[src/rtl/nn_fixed_pkg.sv]
// Fixed-point helpers and FSM state type shared by the backprop engine stages.
package nn_fixed_pkg;

  // Working width for rounding/saturation; wide enough for any product+accumulate here.
  localparam int WIDE_W = 64;

  typedef logic signed [WIDE_W-1:0] wide_t;

  typedef enum logic [1:0] {IDLE, MAC, SCALE, DONE} state_t;

  // Fixed-point 1.0 for a given number of fractional bits.
  function automatic int one_q(input int frac);
    return 1 << frac;
  endfunction

  // Round half up, then drop frac fractional bits (arithmetic shift).
  function automatic wide_t rnd(input wide_t x, input int frac);
    wide_t half;
    half = wide_t'(1) <<< (frac - 1);
    return (x + half) >>> frac;
  endfunction

  // Clamp to the signed range of a w-bit two's complement number.
  function automatic wide_t sat(input wide_t x, input int w);
    wide_t hi;
    wide_t lo;
    hi = (wide_t'(1) <<< (w - 1)) - wide_t'(1);
    lo = -(wide_t'(1) <<< (w - 1));
    if (x > hi) return hi;
    if (x < lo) return lo;
    return x;
  endfunction

endpackage

[src/rtl/hidden_delta_engine_if.sv]
// Request/result bundle between the output-delta stage, this engine and the weight-update stage.
interface hidden_delta_engine_if #(
  parameter int N_HID = 5,
  parameter int N_OUT = 3,
  parameter int W     = 10
);
  localparam int IDX_W = (N_HID > 1) ? $clog2(N_HID) : 1;

  logic                 start;
  logic signed [W-1:0]  delta1  [N_OUT];
  logic signed [W-1:0]  weight  [N_OUT][N_HID];
  logic        [W-1:0]  out_cal [N_HID];
  logic                 busy;
  logic                 res_valid;
  logic [IDX_W-1:0]     res_idx;
  logic signed [W-1:0]  delta0  [N_HID];
  logic [N_HID-1:0]     sign0;
  logic                 done;

  modport master (
    output start, delta1, weight, out_cal,
    input  busy, res_valid, res_idx, delta0, sign0, done
  );

  modport slave (
    input  start, delta1, weight, out_cal,
    output busy, res_valid, res_idx, delta0, sign0, done
  );
endinterface

[src/rtl/sigmoid_prime_q.sv]
// Sigmoid derivative out*(ONE-out) in fixed point; activations above ONE are clamped to ONE.
module sigmoid_prime_q
  import nn_fixed_pkg::*;
#(
  parameter int W    = 10,
  parameter int FRAC = 8
) (
  input  logic        [W-1:0] i_out,
  output logic signed [W-1:0] o_sp
);

  localparam logic [W-1:0] ONE_Q = W'(one_q(FRAC));

  logic [W-1:0]   w_c;
  logic [W-1:0]   w_rem;
  logic [2*W-1:0] w_p;

  // Clamp, form the unsigned product and round back to W bits (result never exceeds ONE/4).
  always_comb begin
    w_c   = (i_out > ONE_Q) ? ONE_Q : i_out;
    w_rem = ONE_Q - w_c;
    w_p   = {{W{1'b0}}, w_c} * {{W{1'b0}}, w_rem};
    o_sp  = W'(rnd(wide_t'(w_p), FRAC));
  end

endmodule

[src/rtl/hidden_delta_engine.sv]
// Hidden-layer backprop delta engine: one time-shared multiplier walks k for each neuron j,
// then reuses the same multiplier to scale the rounded sum by the sigmoid derivative.
module hidden_delta_engine
  import nn_fixed_pkg::*;
#(
  parameter int N_HID = 5,
  parameter int N_OUT = 3,
  parameter int W     = 10,
  parameter int FRAC  = 8
) (
  input logic             clk,
  input logic             rst,
  hidden_delta_engine_if.slave bus
);

  localparam int K_W   = (N_OUT > 1) ? $clog2(N_OUT) : 1;
  localparam int J_W   = (N_HID > 1) ? $clog2(N_HID) : 1;
  localparam int ACC_W = 2*W + $clog2(N_OUT);
  localparam logic [K_W-1:0] K_LAST = K_W'(N_OUT - 1);
  localparam logic [J_W-1:0] J_LAST = J_W'(N_HID - 1);

  state_t r_state, w_next;

  logic [K_W-1:0]        r_k;
  logic [J_W-1:0]        r_j;
  logic signed [W-1:0]   r_d1 [N_OUT];
  logic signed [W-1:0]   r_w  [N_OUT][N_HID];
  logic        [W-1:0]   r_oc [N_HID];
  logic signed [ACC_W-1:0] r_acc;
  logic signed [W-1:0]   r_delta0 [N_HID];
  logic                  r_res_valid;
  logic [J_W-1:0]        r_res_idx;

  logic                  w_accept;
  logic                  w_last_k;
  logic                  w_last_j;
  logic signed [W-1:0]   w_sp;
  logic signed [W-1:0]   w_s;
  logic signed [W-1:0]   w_ma;
  logic signed [W-1:0]   w_mb;
  logic signed [2*W-1:0] w_prod;
  logic signed [W-1:0]   w_d0_new;

  assign w_accept = bus.start && ((r_state == IDLE) || (r_state == DONE));
  assign w_last_k = (r_k == K_LAST);
  assign w_last_j = (r_j == J_LAST);

  sigmoid_prime_q #(.W(W), .FRAC(FRAC)) u_sp (
    .i_out (r_oc[r_j]),
    .o_sp  (w_sp)
  );

  // State register; reset wins over a same-cycle start.
  always_ff @(posedge clk) begin
    if (rst) r_state <= IDLE;
    else     r_state <= w_next;
  end

  // Next-state: MAC over k, one SCALE per neuron, one DONE cycle that can re-accept.
  always_comb begin
    w_next = r_state;
    case (r_state)
      IDLE:    if (w_accept) w_next = MAC;
      MAC:     if (w_last_k) w_next = SCALE;
      SCALE:   w_next = w_last_j ? DONE : MAC;
      DONE:    w_next = w_accept ? MAC : IDLE;
      default: w_next = IDLE;
    endcase
  end

  // Shared multiplier: delta1*weight while accumulating, s*sp while scaling.
  always_comb begin
    w_s  = W'(sat(rnd(wide_t'(r_acc), FRAC), W));
    w_ma = r_d1[r_k];
    w_mb = r_w[r_k][r_j];
    if (r_state == SCALE) begin
      w_ma = w_s;
      w_mb = w_sp;
    end
    w_prod   = (2*W)'(w_ma) * (2*W)'(w_mb);
    w_d0_new = W'(sat(rnd(wide_t'(w_prod), FRAC), W));
  end

  // Operand snapshot taken at accept so later input changes cannot disturb the run.
  always_ff @(posedge clk) begin
    if (w_accept) begin
      r_d1 <= bus.delta1;
      r_w  <= bus.weight;
      r_oc <= bus.out_cal;
    end
  end

  // Accumulator, loop counters and result array.
  always_ff @(posedge clk) begin
    if (rst) begin
      r_acc       <= '0;
      r_k         <= '0;
      r_j         <= '0;
      r_res_valid <= 1'b0;
      r_res_idx   <= '0;
      for (int j = 0; j < N_HID; j++) r_delta0[j] <= '0;
    end else begin
      r_res_valid <= 1'b0;
      if (w_accept) begin
        r_acc <= '0;
        r_k   <= '0;
        r_j   <= '0;
      end else begin
        case (r_state)
          MAC: begin
            r_acc <= r_acc + ACC_W'(w_prod);
            r_k   <= w_last_k ? '0 : r_k + 1'b1;
          end
          SCALE: begin
            r_delta0[r_j] <= w_d0_new;
            r_res_valid   <= 1'b1;
            r_res_idx     <= r_j;
            r_acc         <= '0;
            if (!w_last_j) r_j <= r_j + 1'b1;
          end
          default: ;
        endcase
      end
    end
  end

  // Status and result outputs.
  always_comb begin
    bus.busy      = (r_state == MAC) || (r_state == SCALE);
    bus.done      = (r_state == DONE);
    bus.res_valid = r_res_valid;
    bus.res_idx   = r_res_idx;
    bus.delta0    = r_delta0;
    for (int j = 0; j < N_HID; j++) bus.sign0[j] = r_delta0[j][W-1];
  end

endmodule

[src/flat_wrapper.sv]
// flat-port wrapper written by rule: the top's interface ports become plain ports
module hidden_delta_engine_flat import nn_fixed_pkg::*;
#(
  parameter int N_HID = 5,
  parameter int N_OUT = 3,
  parameter int W     = 10,
  parameter int FRAC  = 8
)
  (clk, rst, bus_start, bus_delta1, bus_weight, bus_out_cal, bus_busy, bus_res_valid, bus_res_idx, bus_delta0, bus_sign0, bus_done);
  hidden_delta_engine_if #(.N_HID(N_HID), .N_OUT(N_OUT), .W(W)) bus_i ();
  input logic clk;
  input logic rst;
  input wire logic [$bits(bus_i.start)-1:0] bus_start;
  input wire logic [$bits(bus_i.delta1)-1:0] bus_delta1;
  input wire logic [$bits(bus_i.weight)-1:0] bus_weight;
  input wire logic [$bits(bus_i.out_cal)-1:0] bus_out_cal;
  output wire logic [$bits(bus_i.busy)-1:0] bus_busy;
  output wire logic [$bits(bus_i.res_valid)-1:0] bus_res_valid;
  output wire logic [$bits(bus_i.res_idx)-1:0] bus_res_idx;
  output wire logic [$bits(bus_i.delta0)-1:0] bus_delta0;
  output wire logic [$bits(bus_i.sign0)-1:0] bus_sign0;
  output wire logic [$bits(bus_i.done)-1:0] bus_done;
  assign bus_i.start = bus_start;
  assign bus_i.delta1 = {>>{bus_delta1}};
  assign bus_i.weight = {>>{bus_weight}};
  assign bus_i.out_cal = {>>{bus_out_cal}};
  assign bus_busy = bus_i.busy;
  assign bus_res_valid = bus_i.res_valid;
  assign bus_res_idx = bus_i.res_idx;
  assign bus_delta0 = {>>{bus_i.delta0}};
  assign bus_sign0 = bus_i.sign0;
  assign bus_done = bus_i.done;
  hidden_delta_engine #(.N_HID(N_HID), .N_OUT(N_OUT), .W(W), .FRAC(FRAC)) u_core (.clk(clk), .rst(rst), .bus(bus_i));
endmodule
[config.mk]
export PLATFORM = sky130hd
export DESIGN_NAME = hidden_delta_engine_flat
export DESIGN_NICKNAME = d
export VERILOG_FILES = /design/src/rtl/nn_fixed_pkg.sv /design/src/rtl/hidden_delta_engine_if.sv /design/src/rtl/sigmoid_prime_q.sv /design/src/rtl/hidden_delta_engine.sv /design/src/flat_wrapper.sv
export SDC_FILE = /design/constraint.sdc
export NUM_CORES = 1
export LEC_CHECK = 0
export CORE_UTILIZATION = 50
export CTS_CLUSTER_DIAMETER = 200
export DETAILED_ROUTE_END_ITERATION = 6
export PLACE_DENSITY_LB_ADDON = 0.1
export SKIP_CTS_REPAIR_TIMING = 1
export SLEW_MARGIN = 10
export SYNTH_ARGS = -nofsm -noshare
export SYNTH_HDL_FRONTEND = slang
export SYNTH_SLANG_ARGS = --single-unit
[constraint.sdc]
create_clock -name clk -period 17.65 [get_ports clk]
set_input_delay 1.765 -clock clk [delete_from_list [all_inputs] [get_ports clk]]
set_output_delay 1.765 -clock clk [all_outputs]
set_load 0.05 [all_outputs]
* Word-level counts from Yosys, hierarchy flattened
Index checks and enable logic that the tools add are counted.
** Storage, ports and cells
- Input bits :: 233
- Output and inout port bits :: 61
- Word-level logic and storage cells :: 112
- Register bits after elaboration :: 313
** Operators by class
- Eq/ne operators :: 7
- Bitwise logic cells :: 4
- Add/sub/neg operators :: 7
- Reductions and logical operators :: 10
- Mux-type cells :: 40
- Order comparisons :: 8
- $mul :: 2
** Operators with widths (count)
- $mux W10 :: 18
- $bmux W50 S2 :: 1
- $mux W50 :: 2
- $bmux W10 S3 :: 2
- $bwmux W50 :: 1
- $pmux W22 S2 :: 1
- $demux W10 S3 :: 1
- $add A22 B9 Y23 const B :: 1
- $add A22 B20 Y22 :: 1
- $add A20 B9 Y21 const B :: 1
- $bmux W10 S2 :: 1
- $mul A10 B10 Y20 :: 1
- $add A18 B8 Y18 const B :: 1
- $mul A10 B10 Y18 :: 1
- $gt A15 B10 Y1 const B :: 1
- $lt A15 B10 Y1 const B :: 1
- $gt A13 B10 Y1 const B :: 1
- $lt A13 B10 Y1 const B :: 1
- $gt A10 B9 Y1 const B :: 1
- $sub A9 B10 Y10 const A :: 1
- $mux W1 :: 8
- $mux W2 :: 4
- $pmux W2 S4 :: 1
- $eq A2 B2 Y1 const B :: 3
- 17 further kinds :: 23

* Logic depth before layout (Yosys ltp)
Gate-level depths: netlist (run 1).
- Depth after elaboration :: 18
- Depth in mapped cells :: 60
- Depth with buffers taken out :: 55

* Modules after synthesis
A second synthesis (run 1) with hierarchy kept.
** Unflattened totals
- Cells, all modules :: 1886
- Area, all modules :: 21053.9 µm²
** By module, submodules not included
- hidden_delta_engine :: instances 1, seq. area each 8568.2 µm², cells each 1561, area each 17972.2 µm²
- sigmoid_prime_q :: instances 1, seq. area each 0.0 µm², cells each 325, area each 3081.7 µm²

* Least setup slack after synthesis (run 1)
Ideal clock, no wire load.
- Path kind :: register to register
- From :: reg u_core.r_j[0]
- To :: reg u_core.r_acc[21]
- Arrival time :: 13451 ps
- Required time :: 17579 ps
- Path slack :: 4129 ps
- Cell stages (with the launch flop) :: 50
- Cells stage by stage :: dfxtp_1 > clkbuf_1 > buf_1 > clkbuf_1 > mux2i_1 > nor2_1 > a21oi_1 > inv_1 > nand2_1 > buf_1 > ha_1 > nand2_1 > nor2_1 > ha_1 > or2_2 > fa_1 > inv_1 > fa_1 > (+14 left out) > inv_1 > fa_1 > inv_1 > ha_1 > buf_2 > a21o_1 > o21a_1 > or4_1 > o22ai_2 > or4bb_1 > nand4_1 > ha_1 > and3_1 > a21oi_1 > nand3_1 > a21o_1 > a211oi_1 > o21bai_1
** Between the ends
- Word-level cells in the longest chain between the ends :: 13
** RTL lines
- start: declaration :: line hidden_delta_engine.sv:25 : logic [J_W-1:0] r_j;
- start signal: assignment :: line hidden_delta_engine.sv:119 : if (!w_last_j) r_j <= r_j + 1'b1;
- $not A3 Y4 (implied by the code) (*) :: line hidden_delta_engine.sv:49, hidden_delta_engine.sv:75
- $bmux W10 S3 :: line hidden_delta_engine.sv:49 : .i_out (r_oc[r_j]),
- $mux W10 (implied by the code) (2 in series) :: line hidden_delta_engine.sv:49
- $gt A10 B9 Y1 :: line sigmoid_prime_q.sv:20 : w_c = (i_out > ONE_Q) ? ONE_Q : i_out;
- $mux W10 :: line sigmoid_prime_q.sv:20
- $sub A9 B10 Y10 :: line sigmoid_prime_q.sv:21 : w_rem = ONE_Q - w_c;
- $mul A10 B10 Y18 :: line sigmoid_prime_q.sv:22 : w_p = {{W{1'b0}}, w_c} * {{W{1'b0}}, w_rem};
- $add A18 B8 Y18 :: line nn_fixed_pkg.sv:20 : return (x + half) >>> frac;
- $mux W10 (*) :: line hidden_delta_engine.sv:76 : if (r_state == SCALE) begin
- $mul A10 B10 Y20 (*) :: line hidden_delta_engine.sv:80 : w_prod = (2*W)'(w_ma) * (2*W)'(w_mb);
- $add A22 B20 Y22 (*) :: line hidden_delta_engine.sv:111 : r_acc <= r_acc + ACC_W'(w_prod);
- $pmux W22 S2 (*) :: line hidden_delta_engine.sv:109 : case (r_state)
- end signal: assignment :: line hidden_delta_engine.sv:111
- end: declaration :: line hidden_delta_engine.sv:29 : logic signed [ACC_W-1:0] r_acc;
Mark *: on every way between the ends. The rest lies on a longest branch, timed or not. The select of a mux whose other input is x is not followed.
A chain may end at the register's enable or synchronous reset.

* Worst setup path after layout (run 1)
- From :: reg u_core.r_j[1]
- To :: reg u_core.r_acc[21]
Same word-level chain as after synthesis.

==> flow_summary.json, run 1 <==
{
  "outcome": "finished, violations left",
  "violations": "design-rule violations",
  "syn_avg_cell_area_um2": 10.68,
  "yosys.cell_types.count": 83,
  "fin_ws_ns": 2.287,
  "hp-class": "flop to flop",
  "tns_ns": 0,
  "rsz0062_at_grt": "no",
  "synthAdderAreaFrac_pct": 22.92,
  "drv_cap": 0,
  "die_h_um": 206.2,
  "crit_start": "u_core.r_j[1]$_SDFFE_PP0P_",
  "nFillCells": 3391,
  "min_path_cells": 2,
  "tightest_slew_ns": 1.228,
  "regToRegSetupSlack_ns": 2.29,
  "synth_cells": 1952,
  "setup_viol": 0,
  "hold_violations": 0,
  "crit_required_ns": 18.13,
  "regToRegEndpoint": "u_core.r_acc[21]$_SDFFE_PP0P_",
  "hpwl_um": 41810,
  "wl_per_cell_um": 19.31,
  "grt.overflow.total": 0,
  "worstPathArrival_ns": 15.84,
  "final_nets": 2758,
  "drt_iter0_drc": 1017,
  "vias_per_cell": 5.434,
  "path_clk_slew_ns": 0.06,
  "vias": 15180,
  "first_pass_iters": 7,
  "rows": 74,
  "crit_top_cell": "fa_1",
  "die_x_um": 206.2,
  "regArea_um2": 8574,
  "synth-simple-area-share_pct": 10.84,
  "grt_max_degree": 90,
  "worst-path-max-fanout": 16,
  "postRouteWirelength_um": 53930,
  "first_global_vias": 15260,
  "ys_seq_elements": 313,
  "syn2layout_area_growth_pct": 22.30,
  "antenna_found_initial": 8,
  "timing.slew.headroom_pct": 17.68,
  "floorplan.die_area_um2": 42520,
  "core-area_um2": 41020,
  "cts_tree": "built",
  "drive_above_1_share_pct": 5.885,
  "fin_crit_ns": 15.36,
  "skew_ns": 0.02202,
  "cts_buffer_depth": 3,
  "synth_top_family_by_area": "adder cells",
  "pin_count": 294,
  "cts_buffers": 35,
  "netlist_top_cells_area": "edfxtp_1, fa_1, ha_1, dfxtp_1, mux2i_1",
  "yosys_warnings": 0,
  "drc": 29,
  "crit_type": "flop to flop",
  "clkSinkCount": 313,
  "synth-compound-area-share_pct": 12.17,
  "slew_violations": 0,
  "place_congestion": 0.8682,
  "ys_seq_area_share_pct": 41.09,
  "antenna_left": 0,
  "dp_slack_ns": 2.402,
  "clock-root-buffer": "clkbuf_16",
  "holdPathEnd": "u_core.bus.delta0[28]$_SDFFE_PP0P_",
  "initial_core_util_pct": 50.84,
  "synth.most_common_cell": "edfxtp_1",
  "portBuffers": 293,
  "slowest_delay_ns": 0.78,
  "hold_start": "u_core.bus.delta0[28]$_SDFFE_PP0P_",
  "max_freq_mhz": 65.09,
  "synth_xor_area_share_pct": 2.676,
  "worst_path_max_delay_cell": "dfxtp_1",
  "synth_edf_count": 230,
  "htreeDepth": 2,
  "synth_top_area_cell": "edfxtp_1",
  "period_share_pct": 87.04,
  "grt_pass1_wl_um": 83860,
  "synth_top_flop_cell": "edfxtp_1",
  "synth_commonest_cells": "edfxtp_1, inv_1, nor2_1",
  "synth.cell_area_um2": 20850,
  "reg2reg_from": "u_core.r_j[1]$_SDFFE_PP0P_",
  "clkLatencyLatePin_ns": 0.56,
  "multiInputGateArea_um2": 11200,
  "async_flop_share_pct": 0,
  "startpoint_type": "flop",
  "ff2ff_path_depth": 50,
  "endpoint_kind": "flop",
  "synth_top_area_share_pct": 33.12,
  "grt_usage_pct": 25.86,
  "synth_mux_area_share_pct": 4.638
}
==> cells by family after synthesis <==
group,after synthesis
and+or+nand+nor,486
AOI/OAI and AO/OA,402
DFF,313
buffers and inverters,304
adders and majority gates,289
muxes,94
xor gates and xnor gates,62
other,2
==> layout make-up <==
type                    count  share of cell area, %
flip-flops and latches    313                  33.62
clock inverters            20                  1.035
inverters                 225                  3.341
well taps                 532                  2.610
repair buffers            307                  11.91
diodes                      1               0.009813
multi-input cells        1354                  43.90
clock buffers              41                  3.562
==> critical path: cells and delay by family (launching register included) <==
| family | cells | cell delay, ns |
|---|---|---|
| adder cells (fa/ha/maj) | 15 | 6.57 |
| buffers and inverters | 7 | 0.67 |
| AO/OA/AOI/OAI | 14 | 3.36 |
| flip-flops | 1 | 0.78 |
| XOR/XNOR | 1 | 0.31 |
| multiplexers | 1 | 0.32 |
| AND/OR/NAND/NOR | 12 | 3.24 |
==> routing by layer <==
metal | track usage (%) | vias to the layer above | share of wire (%)
li1 | - | 7268 | -
met1 | 35.59 | 7317 | 44
met2 | 41.05 | 480 | 46
met3 | 5.913 | 97 | 7.1
met4 | 6.959 | 14 | 2.4
met5 | 0 | - | 0.16
==> state kept, by name, summed over array words and instances (netlist names) <==
| register | flops |
|---|---|
| u_core.r_w | 150 |
| u_core.bus.delta0 | 50 |
| u_core.r_oc | 50 |
| u_core.r_d1 | 30 |
| u_core.r_acc | 22 |
| u_core.bus.res_idx | 3 |
| u_core.r_j | 3 |
| u_core.r_k | 2 |
| u_core.r_state | 2 |
| u_core.bus.res_valid | 1 |
==> placed cells by master (no fill, tap or decap), types with 6 or more instances in the layout <==
cell type,n
o22ai_1,14
o21ai_0,110
a31oi_1,7
nand2b_1,31
o21a_1,12
nor2b_1,19
nor2_1,202
xnor2_1,42
o21ai_1,6
or2_2,30
a21oi_2,8
nand4_1,6
nor3_1,23
a211o_1,6
nand2_1,100
o211ai_1,12
clkinv_1,6
and2_1,8
mux2i_1,91
nand3_1,27
xor2_1,18
and3_1,6
ha_1,133
dfxtp_1,80
buf_4,14
conb_1,21
or3_1,13
inv_1,223
fa_1,155
a21o_1,15
clkbuf_16,35
edfxtp_1,230
clkdlybuf4s50_1,293
a211oi_1,15
a22oi_1,14
a21oi_1,137
==> stage by stage <==
stage / util, % / instances / hold WS (ns) / area [um2]
5_1_grt: 62.17 / 2793 / 0.4799 / 25500
6_report: 62.17 / 2793 / 0.4626 / 25500
2_1_floorplan: - / 1971 / 0.4454 / 20920
3_3_place_gp: 59.31 / 2731 / 0.4464 / 24330
4_1_cts: 62.17 / 2792 / 0.4643 / 25500
3_5_place_dp: 59.31 / 2731 / 0.4514 / 24330
==> worst max-delay path by stage <==
| stage | cells after the start | slack, ns | endpoint |
|---|---|---|---|
| final | 50 | 2.29 | u_core.r_acc[21]$_SDFFE_PP0P_ |
| after CTS | 50 | 2.35 | u_core.r_acc[21]$_SDFFE_PP0P_ |
| after global routing | 51 | 1.27 | u_core.r_acc[21]$_SDFFE_PP0P_ |
| after floorplan | 49 | 4.13 | u_core.r_acc[21]$_SDFFE_PP0P_ |
| after detailed placement | 50 | 2.40 | u_core.r_acc[21]$_SDFFE_PP0P_ |
| after global placement | 48 | 2.83 | u_core.r_acc[21]$_SDFFE_PP0P_ |
Power of run 1 is left out: the tool's default activity adds up to more than one toggle a clock period on the data nets, which glitch-free logic cannot reach.
==> run 2: changes to the inputs <==
- ABC_AREA: default -> 1
==> flow_summary.json, run 2 <==
{
  "outcome": "completed",
  "clkLatencyLatePin_ns": 0.57,
  "synth-simple-area-share_pct": 19.47,
  "path_clk_slew_ns": 0.06,
  "drive_above_1_share_pct": 5.105,
  "holdPathEnd": "u_core.bus.res_idx[2]$_SDFFE_PP0P_",
  "multiInputGateArea_um2": 11320,
  "hp-class": "flop to flop",
  "dpl_cell_area_um2": 25200,
  "clkSinkCount": 313,
  "synth.most_common_cell": "nand2_1",
  "synth_top_area_share_pct": 31.92,
  "synth_xor_area_share_pct": 1.654,
  "worst_path_max_delay_cell": "nor2_1",
  "stdcell_area_um2": 26470,
  "synth.cell_area_um2": 21640,
  "pin_count": 294,
  "postRouteWirelength_um": 63800,
  "synth-compound-area-share_pct": 8.708,
  "synth_mux_area_share_pct": 0,
  "max_freq_mhz": 64.92,
  "regToRegEndpoint": "u_core.r_acc[20]$_SDFFE_PP0P_",
  "synth_cells": 2436,
  "nFillCells": 3638,
  "hpwl_um": 49590,
  "crit_required_ns": 18.09,
  "syn2layout_area_growth_pct": 22.33,
  "startpoint_type": "flop",
  "min_path_cells": 2,
  "netlist_top_cells_area": "edfxtp_1, fa_1, ha_1, dfxtp_1, nand2_1",
  "slowest_delay_ns": 0.75,
  "first_pass_iters": 6,
  "regArea_um2": 8568,
  "synth_commonest_cells": "nand2_1, inv_1, nor2_1",
  "fin_ws_ns": 2.247,
  "yosys_warnings": 0,
  "cts_tree": "built",
  "drv_cap": 0,
  "drc": 0,
  "synth_edf_count": 230,
  "endpoint_kind": "flop",
  "grt_max_degree": 232,
  "skew_ns": 0.03298,
  "worstPathArrival_ns": 15.84,
  "synthAdderAreaFrac_pct": 22.09,
  "fin_crit_ns": 15.40,
  "period_share_pct": 87.27,
  "regToRegSetupSlack_ns": 2.25,
  "cts_buffer_depth": 3,
  "dp_slack_ns": 2.303,
  "yosys.cell_types.count": 56,
  "floorplan.die_area_um2": 44110,
  "largest_reg_flops": 150,
  "crit_type": "flop to flop",
  "tns_ns": 0,
  "synth_top_flop_cell": "edfxtp_1",
  "syn_avg_cell_area_um2": 8.883,
  "die_x_um": 210.0,
  "portBuffers": 293,
  "wl_per_cell_um": 19.05,
  "rsz0062_at_grt": "no",
  "vias": 17810,
  "core-area_um2": 42320,
  "drt_iter0_drc": 1522,
  "die_h_um": 210.0,
  "top_register": "u_core.r_w",
  "htreeDepth": 2,
  "place_congestion": 0.9368,
  "setup_viol": 0,
  "final_cell_mix": "nand2_1, inv_1, nor2_1",
  "reg2reg_from": "u_core.r_j[0]$_SDFFE_PP0P_",
  "timing.slew.headroom_pct": 12.24,
  "clock-root-buffer": "clkbuf_16",
  "synth_top_area_cell": "edfxtp_1",
  "synth_top_family_by_area": "adder cells",
  "vias_per_cell": 5.317,
  "antenna_found_initial": 11,
  "grt_usage_pct": 29.58,
  "final_nets": 3258,
  "ys_seq_elements": 313,
  "hold_violations": 0,
  "async_flop_share_pct": 0,
  "crit_top_cell": "nand2_1",
  "ff2ff_path_depth": 67,
  "slew_violations": 0,
  "grt.overflow.total": 0,
  "cts_buffers": 37,
  "worst-path-max-fanout": 48,
  "grt_pass1_wl_um": 99370,
  "first_global_vias": 18200,
  "antenna_left": 0,
  "rows": 75,
  "ys_seq_area_share_pct": 39.60,
  "hold_start": "u_core.bus.res_idx[2]$_SDFFE_PP0P_",
  "initial_core_util_pct": 51.13,
  "layout_commonest_cell": "nand2_1",
  "tightest_slew_ns": 1.316
}
==> run 2: cell types whose count changed in the layout (fill, tap and decap cells not counted), moves of 15 or more <==
| cell | change |
|---|---|
| nand3_1 | +107 |
| or2_2 | -24 |
| inv_1 | +162 |
| nand2_2 | +24 |
| nor2b_1 | -19 |
| nand2_1 | +330 |
| mux2i_1 | -91 |
| a211oi_1 | -15 |
| xnor2_1 | -23 |
| nand4_1 | +21 |
| nor2_1 | +122 |
| nand2b_1 | -29 |
==> run 2: metal layers <==
metal | global-route usage (%) | vias to the layer above | wire [um]
met5 | 0 | - | 17
met4 | 12.18 | 2 | 2316
met3 | 5.051 | 133 | 4587
met2 | 49.52 | 718 | 30480
met1 | 38.09 | 8463 | 26390
li1 | - | 8490 | -
==> run 2: worst max-delay path by stage <==
stage                                          start                             to  slack [ns]  depth (start not counted)
after floorplan                            bus_start   u_core.r_acc[1]$_SDFFE_PP0P_        4.51                          6
after CTS                 u_core.r_j[0]$_SDFFE_PP0P_  u_core.r_acc[20]$_SDFFE_PP0P_        2.28                         67
after global routing      u_core.r_j[0]$_SDFFE_PP0P_  u_core.r_acc[20]$_SDFFE_PP0P_        1.02                         67
after detailed placement  u_core.r_j[0]$_SDFFE_PP0P_  u_core.r_acc[20]$_SDFFE_PP0P_        2.30                         67
after global placement    u_core.r_j[0]$_SDFFE_PP0P_  u_core.r_acc[20]$_SDFFE_PP0P_        2.70                         67
final                     u_core.r_j[0]$_SDFFE_PP0P_  u_core.r_acc[20]$_SDFFE_PP0P_        2.25                         67
==> run 2: cell type report <==
| type | count | share of cell area, % |
|---|---|---|
| antenna | 10 | 0.09453 |
| multi-input combinational | 1673 | 42.78 |
| timing repair buffer | 312 | 11.67 |
| sequential | 313 | 32.37 |
| clock inverter | 17 | 0.9784 |
| clock buffer | 48 | 3.734 |
| inverter | 399 | 5.658 |
| tap | 577 | 2.727 |
==> run 2: through the flow <==
| step | utilization [%] | hold slack (ns) | instances |
|---|---|---|---|
| after floorplan | - | 0.4447 | 2455 |
| after global placement | 59.54 | 0.4554 | 3274 |
| after detailed placement | 59.54 | 0.4608 | 3274 |
| after CTS | 62.49 | 0.4703 | 3339 |
| after global routing | 62.55 | 0.4841 | 3349 |
| final | 62.55 | 0.4657 | 3349 |
==> run 2: cells by family (layout without fill, tap and decap cells) <==
group | count (synthesis) | after routing
and+or+nand+nor | 995 | 995
DFF | 313 | 313
other | 2 | 31
buffers and inverters | 469 | 776
AOI/OAI and AO/OA | 328 | 328
adders and majority gates | 289 | 289
xor gates and xnor gates | 40 | 40
==> run 2: worst max-delay path, delay by kind of cell, from the launching register on <==
family / cells / cell delay [ns]
flip-flops: 1 / 0.32
AO/OA/AOI/OAI: 10 / 1.52
adder cells (fa/ha/maj): 15 / 7.05
buffers and inverters: 13 / 1.83
AND/OR/NAND/NOR: 29 / 4.52
Power of run 2 is left out for the same reason.
==> run 3: changes to the inputs <==
- CTS_CLUSTER_DIAMETER: 200 -> default
- PLACE_DENSITY: default -> 0.71
- PLACE_DENSITY_LB_ADDON: 0.1 -> default
- SKIP_CTS_REPAIR_TIMING: 1 -> default
==> flow_summary.json, run 3 (synthesis gave the netlist of run 2 again) <==
{
  "outcome": "completed",
  "wl_per_cell_um": 19.03,
  "skew_ns": 0.02920,
  "postRouteWirelength_um": 63730,
  "multiInputGateArea_um2": 11320,
  "layout_commonest_cell": "nand2_1",
  "tns_ns": 0,
  "crit_required_ns": 18.08,
  "core-area_um2": 42320,
  "first_pass_iters": 5,
  "grt_usage_pct": 29.65,
  "vias": 17900,
  "cts_repair_resize_count": 0,
  "ff2ff_path_depth": 67,
  "postCtsSetupBuffers": 0,
  "setup_viol": 0,
  "regArea_um2": 8568,
  "top_register": "u_core.r_w",
  "vias_per_cell": 5.346,
  "antenna_found_initial": 10,
  "crit_type": "flop to flop",
  "fin_crit_ns": 15.50,
  "min_path_cells": 2,
  "hold_buffers": 0,
  "grt_max_degree": 96,
  "drt_iter0_drc": 1349,
  "slowest_delay_ns": 0.82,
  "clkLatencyLatePin_ns": 0.57,
  "htreeDepth": 2,
  "max_freq_mhz": 64.51,
  "regToRegSetupSlack_ns": 2.15,
  "drc": 0,
  "worstPathArrival_ns": 15.93,
  "tightest_slew_ns": 1.221,
  "final_cell_mix": "nand2_1, inv_1, nor2_1",
  "floorplan.die_area_um2": 44110,
  "cts_buffer_depth": 3,
  "grt_pass1_wl_um": 100500,
  "endpoint_kind": "flop",
  "initial_core_util_pct": 51.13,
  "rows": 75,
  "final_nets": 3257,
  "clkSinkCount": 313,
  "hpwl_um": 49400,
  "worst_path_max_delay_cell": "nor2_1",
  "nFillCells": 3628,
  "path_clk_slew_ns": 0.06,
  "antenna_left": 0,
  "place_congestion": 0.9448,
  "period_share_pct": 87.83,
  "largest_reg_flops": 150,
  "rsz0062_at_grt": "no",
  "drive_above_1_share_pct": 5.248,
  "stdcell_count": 3349,
  "clock-root-buffer": "clkbuf_16",
  "timing.slew.headroom_pct": 18.60,
  "slew_violations": 0,
  "first_global_vias": 18550,
  "syn2layout_area_growth_pct": 22.03,
  "die_x_um": 210.0,
  "hold_violations": 0,
  "grt.overflow.total": 0,
  "cts_buffers": 36,
  "die_h_um": 210.0,
  "worst-path-max-fanout": 48,
  "pin_count": 294,
  "startpoint_type": "flop",
  "dp_cells": 3274,
  "crit_top_cell": "nand2_1",
  "portBuffers": 293,
  "drv_cap": 0,
  "hp-class": "flop to flop",
  "cts_tree": "built"
}
run 3: cell types whose count changed in the layout (fill, tap and decap cells not counted), sizes merged:
cell | before | now
bufinv | 5 | 3
clkbuf | 48 | 44
clkinv | 14 | 18
clkinvlp | 1 | 2
diode | 10 | 9
inv | 396 | 398
run 3: routing by layer:
layer / up-vias / wire length [um] / share of wire (%) / GRT usage, %
met4: 2 / 1847 / 2.9 / 10.19
met1: 8621 / 26160 / 41 / 38.11
met2: 679 / 31030 / 49 / 50.38
met3: 103 / 4676 / 7.3 / 5.423
li1: 8498 / - / - / -
met5: - / 11 / 0.017 / 0
run 3: cell type report:
cell class	count	area share, %
antenna	9	0.08529
sequential	313	32.45
clock buffer	44	3.601
timing repair buffer	312	11.65
inverter	399	5.672
tap	577	2.734
multi-input combinational	1673	42.88
clock inverter	22	0.9334
run 3: critical path: cells and delay by family (launching register included):
kind                       cells  cell delay [ns]
AOI/OAI and AO/OA             10             1.51
DFF                            1             0.32
adders and majority gates     15             7.09
and+or+nand+nor               29             4.63
buffers and inverters         13             1.75
run 3: final timing paths:
kind	start	to
setup / recovery	u_core.r_j[0]$_SDFFE_PP0P_	u_core.r_acc[20]$_SDFFE_PP0P_
hold / removal	u_core.r_acc[5]$_SDFFE_PP0P_	u_core.r_acc[5]$_SDFFE_PP0P_
setup reg to reg	u_core.r_j[0]$_SDFFE_PP0P_	u_core.r_acc[20]$_SDFFE_PP0P_
hold reg to reg	u_core.r_acc[5]$_SDFFE_PP0P_	u_core.r_acc[5]$_SDFFE_PP0P_
run 3: metrics by stage:
stage / hold slack, ns / cell area [um2] / worst slack (ns) / utilization, %
3_3_place_gp: 0.4518 / 25190 / 2.717 / 59.51
6_report: 0.4727 / 26410 / 2.148 / 62.39
4_1_cts: 0.4709 / 26380 / 2.257 / 62.34
2_1_floorplan: 0.4447 / 21710 / 4.512 / -
3_5_place_dp: 0.4630 / 25190 / 2.302 / 59.51
5_1_grt: 0.5012 / 26400 / 0.7115 / 62.38
Power of run 3 is left out for the same reason.
